[config.mk]
export PLATFORM = sky130hd
export DESIGN_NAME = vscale_mem_arbiter
export DESIGN_NICKNAME = d
export VERILOG_FILES = /design/src/rtl/vscale_mem_arbiter.sv
export SDC_FILE = /design/constraint.sdc
export NUM_CORES = 1
export LEC_CHECK = 0
export BUFFER_PORTS_ARGS = -buffer_cell sky130_fd_sc_hd__buf_2
export CORE_MARGIN = 4
export CORE_UTILIZATION = 42
export CTS_BUF_LIST = sky130_fd_sc_hd__clkbuf_16
export DETAILED_ROUTE_END_ITERATION = 8
export GPL_TIMING_DRIVEN = 0
export PLACE_DENSITY = 0.81
export SYNTH_ARGS = -nofsm -noshare
export SYNTH_HDL_FRONTEND = slang
export SYNTH_SLANG_ARGS = --single-unit
[constraint.sdc]
create_clock -name clk -period 3 [get_ports clk]
set_clock_uncertainty 0.2 [all_clocks]
set_input_delay 0 -clock clk [delete_from_list [all_inputs] [get_ports clk]]
set_output_delay 0 -clock clk [all_outputs]
set_load 0.1 [all_outputs]
[src/rtl/vscale_mem_arbiter.sv]
// Two-master (fetch/data) arbiter onto one shared memory port. It alternates
// grants on ties, rejects misaligned accesses up front and bounds each access with a timeout.
module vscale_mem_arbiter #(
  parameter int TIMEOUT = 255
) (
  input  logic        clk,
  input  logic        reset,
  input  logic        imem_req,
  input  logic [31:0] imem_addr,
  output logic        imem_wait,
  output logic [31:0] imem_rdata,
  output logic        imem_badmem_e,
  input  logic        dmem_en,
  input  logic        dmem_wen,
  input  logic [2:0]  dmem_size,
  input  logic [31:0] dmem_addr,
  input  logic [31:0] dmem_wdata,
  output logic        dmem_wait,
  output logic [31:0] dmem_rdata,
  output logic        dmem_badmem_e,
  output logic        mem_req,
  output logic        mem_wen,
  output logic [2:0]  mem_size,
  output logic [31:0] mem_addr,
  output logic [31:0] mem_wdata,
  input  logic        mem_ready,
  input  logic [31:0] mem_rdata,
  input  logic        mem_error
);

  localparam logic [7:0] TMO_LAST = 8'(TIMEOUT - 1);

  typedef enum logic [2:0] {
    S_IDLE   = 3'd0,
    S_BUSY_I = 3'd1,
    S_BUSY_D = 3'd2,
    S_ERR_I  = 3'd3,
    S_ERR_D  = 3'd4
  } state_t;

  state_t      r_state;
  logic        r_last_d;
  logic [7:0]  r_cnt;
  logic        r_wen;
  logic [2:0]  r_size;
  logic [31:0] r_addr;
  logic [31:0] r_wdata;

  logic w_busy_i, w_busy_d, w_err_i, w_err_d;
  logic w_tmo, w_done_i, w_done_d;
  logic w_grant_i, w_grant_d;

  function automatic logic f_bad_d(input logic [1:0] size, input logic [1:0] addr_lo);
    logic bad;
    case (size)
      2'd0:    bad = 1'b0;
      2'd1:    bad = addr_lo[0];
      2'd2:    bad = (addr_lo != 2'b00);
      default: bad = 1'b1;
    endcase
    return bad;
  endfunction

  // An access caught by reset is abandoned silently, so gate every completion with reset.
  assign w_busy_i = (r_state == S_BUSY_I) && !reset;
  assign w_busy_d = (r_state == S_BUSY_D) && !reset;
  assign w_err_i  = (r_state == S_ERR_I) && !reset;
  assign w_err_d  = (r_state == S_ERR_D) && !reset;
  assign w_tmo    = (r_cnt == TMO_LAST) && !mem_ready;
  assign w_done_i = w_busy_i && (mem_ready || w_tmo);
  assign w_done_d = w_busy_d && (mem_ready || w_tmo);

  assign imem_wait     = imem_req && !(w_done_i || w_err_i);
  assign imem_rdata    = (w_busy_i && mem_ready) ? mem_rdata : 32'd0;
  assign imem_badmem_e = w_err_i || (w_busy_i && (mem_ready ? mem_error : w_tmo));
  assign dmem_wait     = dmem_en && !(w_done_d || w_err_d);
  assign dmem_rdata    = (w_busy_d && mem_ready) ? mem_rdata : 32'd0;
  assign dmem_badmem_e = w_err_d || (w_busy_d && (mem_ready ? mem_error : w_tmo));

  assign mem_req   = (r_state == S_BUSY_I) || (r_state == S_BUSY_D);
  assign mem_wen   = r_wen;
  assign mem_size  = r_size;
  assign mem_addr  = r_addr;
  assign mem_wdata = r_wdata;

  // Grant decision: fresh arbitration in IDLE, hand-over to the other master on completion.
  always_comb begin
    w_grant_i = 1'b0;
    w_grant_d = 1'b0;
    case (r_state)
      S_IDLE: begin
        if (dmem_en && (!imem_req || !r_last_d)) begin
          w_grant_d = 1'b1;
        end else if (imem_req) begin
          w_grant_i = 1'b1;
        end else begin
          w_grant_i = 1'b0;
        end
      end
      S_BUSY_I: begin
        if (w_done_i && dmem_en) begin
          w_grant_d = 1'b1;
        end else begin
          w_grant_d = 1'b0;
        end
      end
      S_BUSY_D: begin
        if (w_done_d && imem_req) begin
          w_grant_i = 1'b1;
        end else begin
          w_grant_i = 1'b0;
        end
      end
      default: begin
        w_grant_i = 1'b0;
        w_grant_d = 1'b0;
      end
    endcase
  end

  // Arbiter state, registered access fields and timeout counter.
  always_ff @(posedge clk) begin
    if (reset) begin
      r_state  <= S_IDLE;
      r_last_d <= 1'b0;
      r_cnt    <= 8'd0;
      r_wen    <= 1'b0;
      r_size   <= 3'd0;
      r_addr   <= 32'd0;
      r_wdata  <= 32'd0;
    end else if (w_grant_d) begin
      r_wen    <= dmem_wen;
      r_size   <= dmem_size;
      r_addr   <= dmem_addr;
      r_wdata  <= dmem_wdata;
      r_last_d <= 1'b1;
      r_cnt    <= 8'd0;
      r_state  <= f_bad_d(dmem_size[1:0], dmem_addr[1:0]) ? S_ERR_D : S_BUSY_D;
    end else if (w_grant_i) begin
      r_wen    <= 1'b0;
      r_size   <= 3'b010;
      r_addr   <= imem_addr;
      r_wdata  <= 32'd0;
      r_last_d <= 1'b0;
      r_cnt    <= 8'd0;
      r_state  <= (imem_addr[1:0] != 2'b00) ? S_ERR_I : S_BUSY_I;
    end else begin
      case (r_state)
        S_BUSY_I: begin
          if (w_done_i) r_state <= S_IDLE;
          else          r_cnt   <= r_cnt + 8'd1;
        end
        S_BUSY_D: begin
          if (w_done_d) r_state <= S_IDLE;
          else          r_cnt   <= r_cnt + 8'd1;
        end
        S_ERR_I, S_ERR_D: r_state <= S_IDLE;
        default:          r_state <= S_IDLE;
      endcase
    end
  end

endmodule

==> metrics, run 1 <==
outcome=finished, final reports clean; Core ar.=9328 µm²; io pins=275; most frequent cells in the layout=buf_2 (286), dlygate4sd3_1 (103), dfxtp_1 (80), nand2_1 (71), a21oi_1 (71); VDD IR max=0.4003 mV; largest net degree at the start of global routing=16; asr flop ratio synth=0; GR Util All Layers=0.2921; die width=106.3 µm; setup TNS=0 ns; synth warn=0; row cnt=35; Netlist cell types=46; share of cells above drive strength 1=0.3860; Wirelength per Cell=16.69 µm; die height=106.3 µm; via-per-instance ratio=5.204; post-synth top area share=0.3949; clk_lat worst skew=0.32 ns; Period minus WS final=2.833 ns; Mapped Area=4055 µm²; startpoint class of the critical path=register; P&R area growth vs syn=71.27%; final hold violation count=0; final hold slack=0.1301 ns; final setup vio count=0; Final ANT Viol Nets=0; most common cell after layout, fill and taps aside=buf_2; Worst Setup Path Type=register to register; flops & latches, synth=80; Layout Nets=1034; Max Clock Freq=353.0 MHz; Finished Core Util=0.7446; RD Place Congestion=0.9465; initial antenna violation count=0; first-pass GRT wire length=26710 µm; CP Capture Type=register; Net Count, Synth=645; ant diodes=0; sequential fraction of the synthesis area=0.3949; CTS max path bufs=2; Die ar.=11290 µm²; Slew Limit Fails=0; Root Buffer Master=clkbuf_16; mean post-synth cell area=8.030 µm²; Slew @ Worst Pin=0.7946 ns; final WL=17160 µm; relative slew slack=0.4693; required time worst endpoint=3.07 ns; global route overflow=0; placed cell count=908; cell type with the largest total area after synthesis=dfxtp_1; critical-path maximum fanout=10; Detail Placement HPWL=11200 µm; overall power=4.750 mW; Slowest cell on crit path=dlygate4sd3_1; CP Cell Sequence=inv_1 -> ha_1 -> and4b_2 -> a21oi_4 -> a221oi_4 -> buf_4 -> buf_2 -> a21oi_1 -> a211oi_2 -> dlygate4sd3_1; RSZ-0062 raised after global routing=no; dominant synthesized flop cell=dfxtp_1; CTS tree=done; Top Layer Used=met4; Post-Synthesis Cells=505; Worst Hold Class=input port to register; initial core utilization=0.4347; crit path DAT=2.90 ns; DRT met1 WL=6771 µm; Area contributors post-synth=dfxtp_1 (39%), and2_1 (10%), a21oi_1 (8.8%); P_leak=3.323 nW; Iter 0 DRT Violations=343; EDFF count, synth=0; CTS clk-pin slew, worst paths=0.07 ns; H-tree levels=3; CTS buffer count=9; Port Buffer Count=274; CP Buf/Inv Count=4; Max stage delay on crit path=0.56 ns; clock sink count=80; routed wl met2=8646 µm; vias post-DR=5350; post-route insts no fill=1028; # DRC=0; power per cell area=683.9 nW/µm²; maxcap violations=0; met3 WL=1242 µm; vias in the first global route=5457; final worst-path cycle share=0.9443; Top delay family on crit path=buffers and inverters; Initial DRT Pass Iterations=5
-- per-stage QoR --
stage | instance area (µm²) | setup WS [ns]
3_5_place_dp | 5588 | 0.4153
5_1_grt | 6945 | 0.01547
3_3_place_gp | 5588 | 0.4883
4_1_cts | 6923 | 0.02256
2_1_floorplan | 4055 | 0.3122
6_report | 6945 | 0.1670
-- logic make-up after synthesis --
group,after synthesis,share of synthesized area
muxes,1,0.002468
DFF,80,0.3949
and+or+nand+nor,246,0.3052
AOI/OAI and AO/OA,122,0.2181
adders and majority gates,2,0.006170
xor gates and xnor gates,8,0.01728
buffers and inverters,46,0.05585
-- cell type report --
class	instances	area [µm²]
Sequential cell	80	1602
Tap cell	129	161.4
Fill cell	672	2382
Buffer	42	214.0
Multi-Input combinational cell	379	2240
Timing Repair Buffer	378	2410
Clock inverter	7	78.83
Inverter	4	15.01
Clock buffer	9	225.2
-- tightest hold or removal path, stage by stage --
cell and delay (ns):
buf_2 0.11, nand2_1 0.12, a221oi_4 0.05, buf_2 0.19
nand2_1 0.09, a21oi_1 0.05
-- synth_stat cells, drive strengths merged (2+ instances only) --
library cell and instances:
inv 4, o21a 2, ha 2, nand4 2
a211oi 31, dfxtp 80, nand3 41, xnor2 6
a21oi 72, nor2b 4, clkbuf 21, nor4 2
buf 21, o21ai 4, o31ai 2, nand2 71
a31oi 2, nor2 46, and2 66, a22oi 2
nor3 6, xor2 2
-- repair_timing --
action                                  in CTS  in global routing
endpoints found under the hold margin       78                  0
setup buffers                                0                  1
endpoints found under the setup margin       0                  4
hold buffers                               103                  0
resized for setup                            0                  4
-- per-layer routing --
metal  GRT usage  vias to the layer above
met5           0                        -
met4      0.1129                        0
met3     0.08197                       50
met2      0.5063                      278
met1      0.3402                     2518
li1            -                     2504
-- registers in the layout, indices dropped and copies added, names as in the netlist --
signal / count
r_last_d: 1
r_cnt: 8
mem_size: 3
mem_wen: 1
mem_addr: 32
mem_wdata: 32
r_state: 3
-- worst paths after layout --
path,from,depth (start not counted),slack [ns],end
max,r_cnt[0],10,0.17,mem_addr[10]
min,dmem_en,6,0.13,mem_wdata[6]
max reg2reg,r_cnt[0],10,0.17,mem_addr[10]
min reg2reg,mem_addr[4],2,0.26,mem_addr[4]
-- where the power goes --
group | leakage [nW] | switching [mW] | internal (mW)
Clock | 0.146 | 0.454 | 0.653
Sequential | 0.658 | 0.0865 | 1.21
Combinational | 2.52 | 1.80 | 0.540
Total | 3.32 | 2.34 | 2.41
Note: power is estimated with default switching activity, not from simulation.
==> inputs of run 2 (changes only) <==
--- a/config.mk
+++ b/config.mk
@@ -7,11 +7,11 @@
 export LEC_CHECK = 0
 export BUFFER_PORTS_ARGS = -buffer_cell sky130_fd_sc_hd__buf_2
 export CORE_MARGIN = 4
-export CORE_UTILIZATION = 42
+export CORE_UTILIZATION = 35
 export CTS_BUF_LIST = sky130_fd_sc_hd__clkbuf_16
 export DETAILED_ROUTE_END_ITERATION = 8
 export GPL_TIMING_DRIVEN = 0
-export PLACE_DENSITY = 0.81
+export PLACE_DENSITY = 0.69
 export SYNTH_ARGS = -nofsm -noshare
 export SYNTH_HDL_FRONTEND = slang
 export SYNTH_SLANG_ARGS = --single-unit
==> run 2 against run 1 <==
Non-clock buffer count increased by 2. Clock power hardly changed. Clock-buffer cell count unchanged. First-iteration DRC count down 44%. Fmax increased by 1.3%. Core utilization is 13 points lower. Final area grew 0.16%. Critical endpoint is now dmem_rdata[22]. Die area up 18%. Cell count is 1.6% higher.
==> metrics, run 2 (same netlist as run 1, synthesis figures left out) <==
CTS resizes=0 (unchanged); clock sink count=80 (unchanged); post-route cell area=6957 µm² (was 6945 µm²); RD Place Congestion=0.8086 (was 0.9465); crit path DAT=2.60 ns (was 2.90 ns); GR Util All Layers=0.2218 (was 0.2921); # DRC=0 (unchanged); VDD IR max=0.5248 mV (was 0.4003 mV); Period minus WS final=2.796 ns (was 2.833 ns); Layout Nets=1036 (was 1034); RSZ-0062 raised after global routing=no (unchanged); Max Clock Freq=357.7 MHz (was 353.0 MHz); startpoint class of the critical path=register (unchanged); Iter 0 DRT Violations=193 (was 343); Placement Setup Slack=0.3813 ns (was 0.4153 ns); Finished Core Util=0.6119 (was 0.7446); Slew @ Worst Pin=0.8231 ns (was 0.7946 ns); required time worst endpoint=2.80 ns (was 3.07 ns); Port Buffer Count=274 (unchanged); setup TNS=0 ns (unchanged); maxcap violations=0 (unchanged); FF-to-FF setup slack=0.34 ns (was 0.17 ns); clk_lat worst skew=0.33 ns (was 0.32 ns); first-pass GRT wire length=23830 µm (was 26710 µm); most common cell after layout, fill and taps aside=buf_2 (unchanged); H-tree levels=3 (unchanged); Die ar.=13370 µm² (was 11290 µm²); CTS clk-pin slew, worst paths=0.06 ns (was 0.07 ns); global route overflow=0 (unchanged); final WL=15930 µm (was 17160 µm); initial core utilization=0.3567 (was 0.4347); Final ANT Viol Nets=0 (unchanged); final setup vio count=0 (unchanged); die height=115.6 µm (was 106.3 µm); P_leak=3.319 nW (was 3.323 nW); largest net degree at the start of global routing=15 (was 16); initial antenna violation count=0 (unchanged); Filler Cell Count=1006 (was 672); Initial DRT Pass Iterations=5 (unchanged); final hold violation count=0 (unchanged); CTS tree=done (unchanged); Root Buffer Master=clkbuf_16 (unchanged); power per cell area=676.8 nW/µm² (was 683.9 nW/µm²); most frequent cells in the layout=buf_2 (287), dlygate4sd3_1 (104), dfxtp_1 (80), nand2_1 (71), a21oi_1 (71) (was buf_2 (286), dlygate4sd3_1 (103), dfxtp_1 (80), nand2_1 (71), a21oi_1 (71)); post-route insts no fill=1044 (was 1028); relative slew slack=0.4502 (was 0.4693); Detail Placement HPWL=10970 µm (was 11200 µm); multi-input logic area=2227 µm² (was 2240 µm²); row cnt=39 (was 35); vias post-DR=5025 (was 5350); placed cell count=922 (was 908); via-per-instance ratio=4.813 (was 5.204); Wirelength per Cell=15.26 µm (was 16.69 µm); setup ws final=0.2041 ns (was 0.1670 ns); P&R area growth vs syn=71.55% (was 71.27%); die width=115.6 µm (was 106.3 µm); critical-path maximum fanout=10 (unchanged); CP Capture Type=output port (was register); ant diodes=0 (unchanged); outcome=finished, final reports clean (unchanged); CTS max path bufs=2 (unchanged); share of cells above drive strength 1=0.3829 (was 0.3860); vias in the first global route=4842 (was 5457); Post-DP Area=5605 µm² (was 5588 µm²); Reg area=1602 µm² (unchanged); Slew Limit Fails=0 (unchanged); Worst Hold Class=input port to register (unchanged); Core ar.=11370 µm² (was 9328 µm²); final worst-path cycle share=0.9320 (was 0.9443); CTS buffer count=9 (unchanged); io pins=275 (unchanged); Worst Setup Path Type=register to output port (was register to register)
## run 2: path summary, 6_finish.rpt
| check | start | end | cells past startpoint |
|---|---|---|---|
| hold reg to reg | mem_wdata[7] | mem_wdata[7] | 2 |
| setup reg to reg | r_cnt[0] | mem_addr[0] | 9 |
| hold / removal | dmem_en | mem_wdata[3] | 6 |
| setup / recovery | r_state[1] | dmem_rdata[22] | 6 |
## run 2: worst max-delay path: stages, from the launching register on
cell      delay [ns]
dfxtp_1         0.31
buf_4           0.16
or3b_1          0.41
nor2_1          0.36
clkbuf_1        0.37
and2_1          0.22
buf_2           0.44
## run 2: power breakdown
group / internal, mW / switching [mW]
Combinational: 0.537 / 1.79
Clock: 0.645 / 0.451
Sequential: 1.21 / 0.0777
Total: 2.39 / 2.32
## run 2: area by class of cell
class                           count  share of cell area
Buffer                             42             0.03040
Clock buffer                        9             0.03237
Clock inverter                      7             0.01007
Inverter                            4            0.002158
Multi-Input combinational cell    379              0.3201
Sequential cell                    80              0.2302
Tap cell                          143             0.02572
Timing Repair Buffer              380              0.3489
## run 2: layer usage
layer / vias to the layer above / track usage / wire [µm]
met3: 43 / 0.05535 / 1025
met4: 0 / 0.08817 / 443
li1: 2512 / - / -
met5: - / 0 / 0
met2: 180 / 0.3646 / 7639
met1: 2290 / 0.2802 / 6825
## run 2: through the flow
stage | total power, mW | hold slack [ns]
2_1_floorplan | 3.084 | -0.05955
3_3_place_gp | 3.499 | 0.04801
3_5_place_dp | 3.506 | 0.04939
4_1_cts | 4.718 | 0.1482
5_1_grt | 4.903 | 0.1539
6_report | 4.709 | 0.1196
## run 2: repair_timing
action,CTS,global route
endpoints found under the hold margin,78,0
hold buffers,104,0
buffers inserted,0,2
setup endpoints to repair,0,2
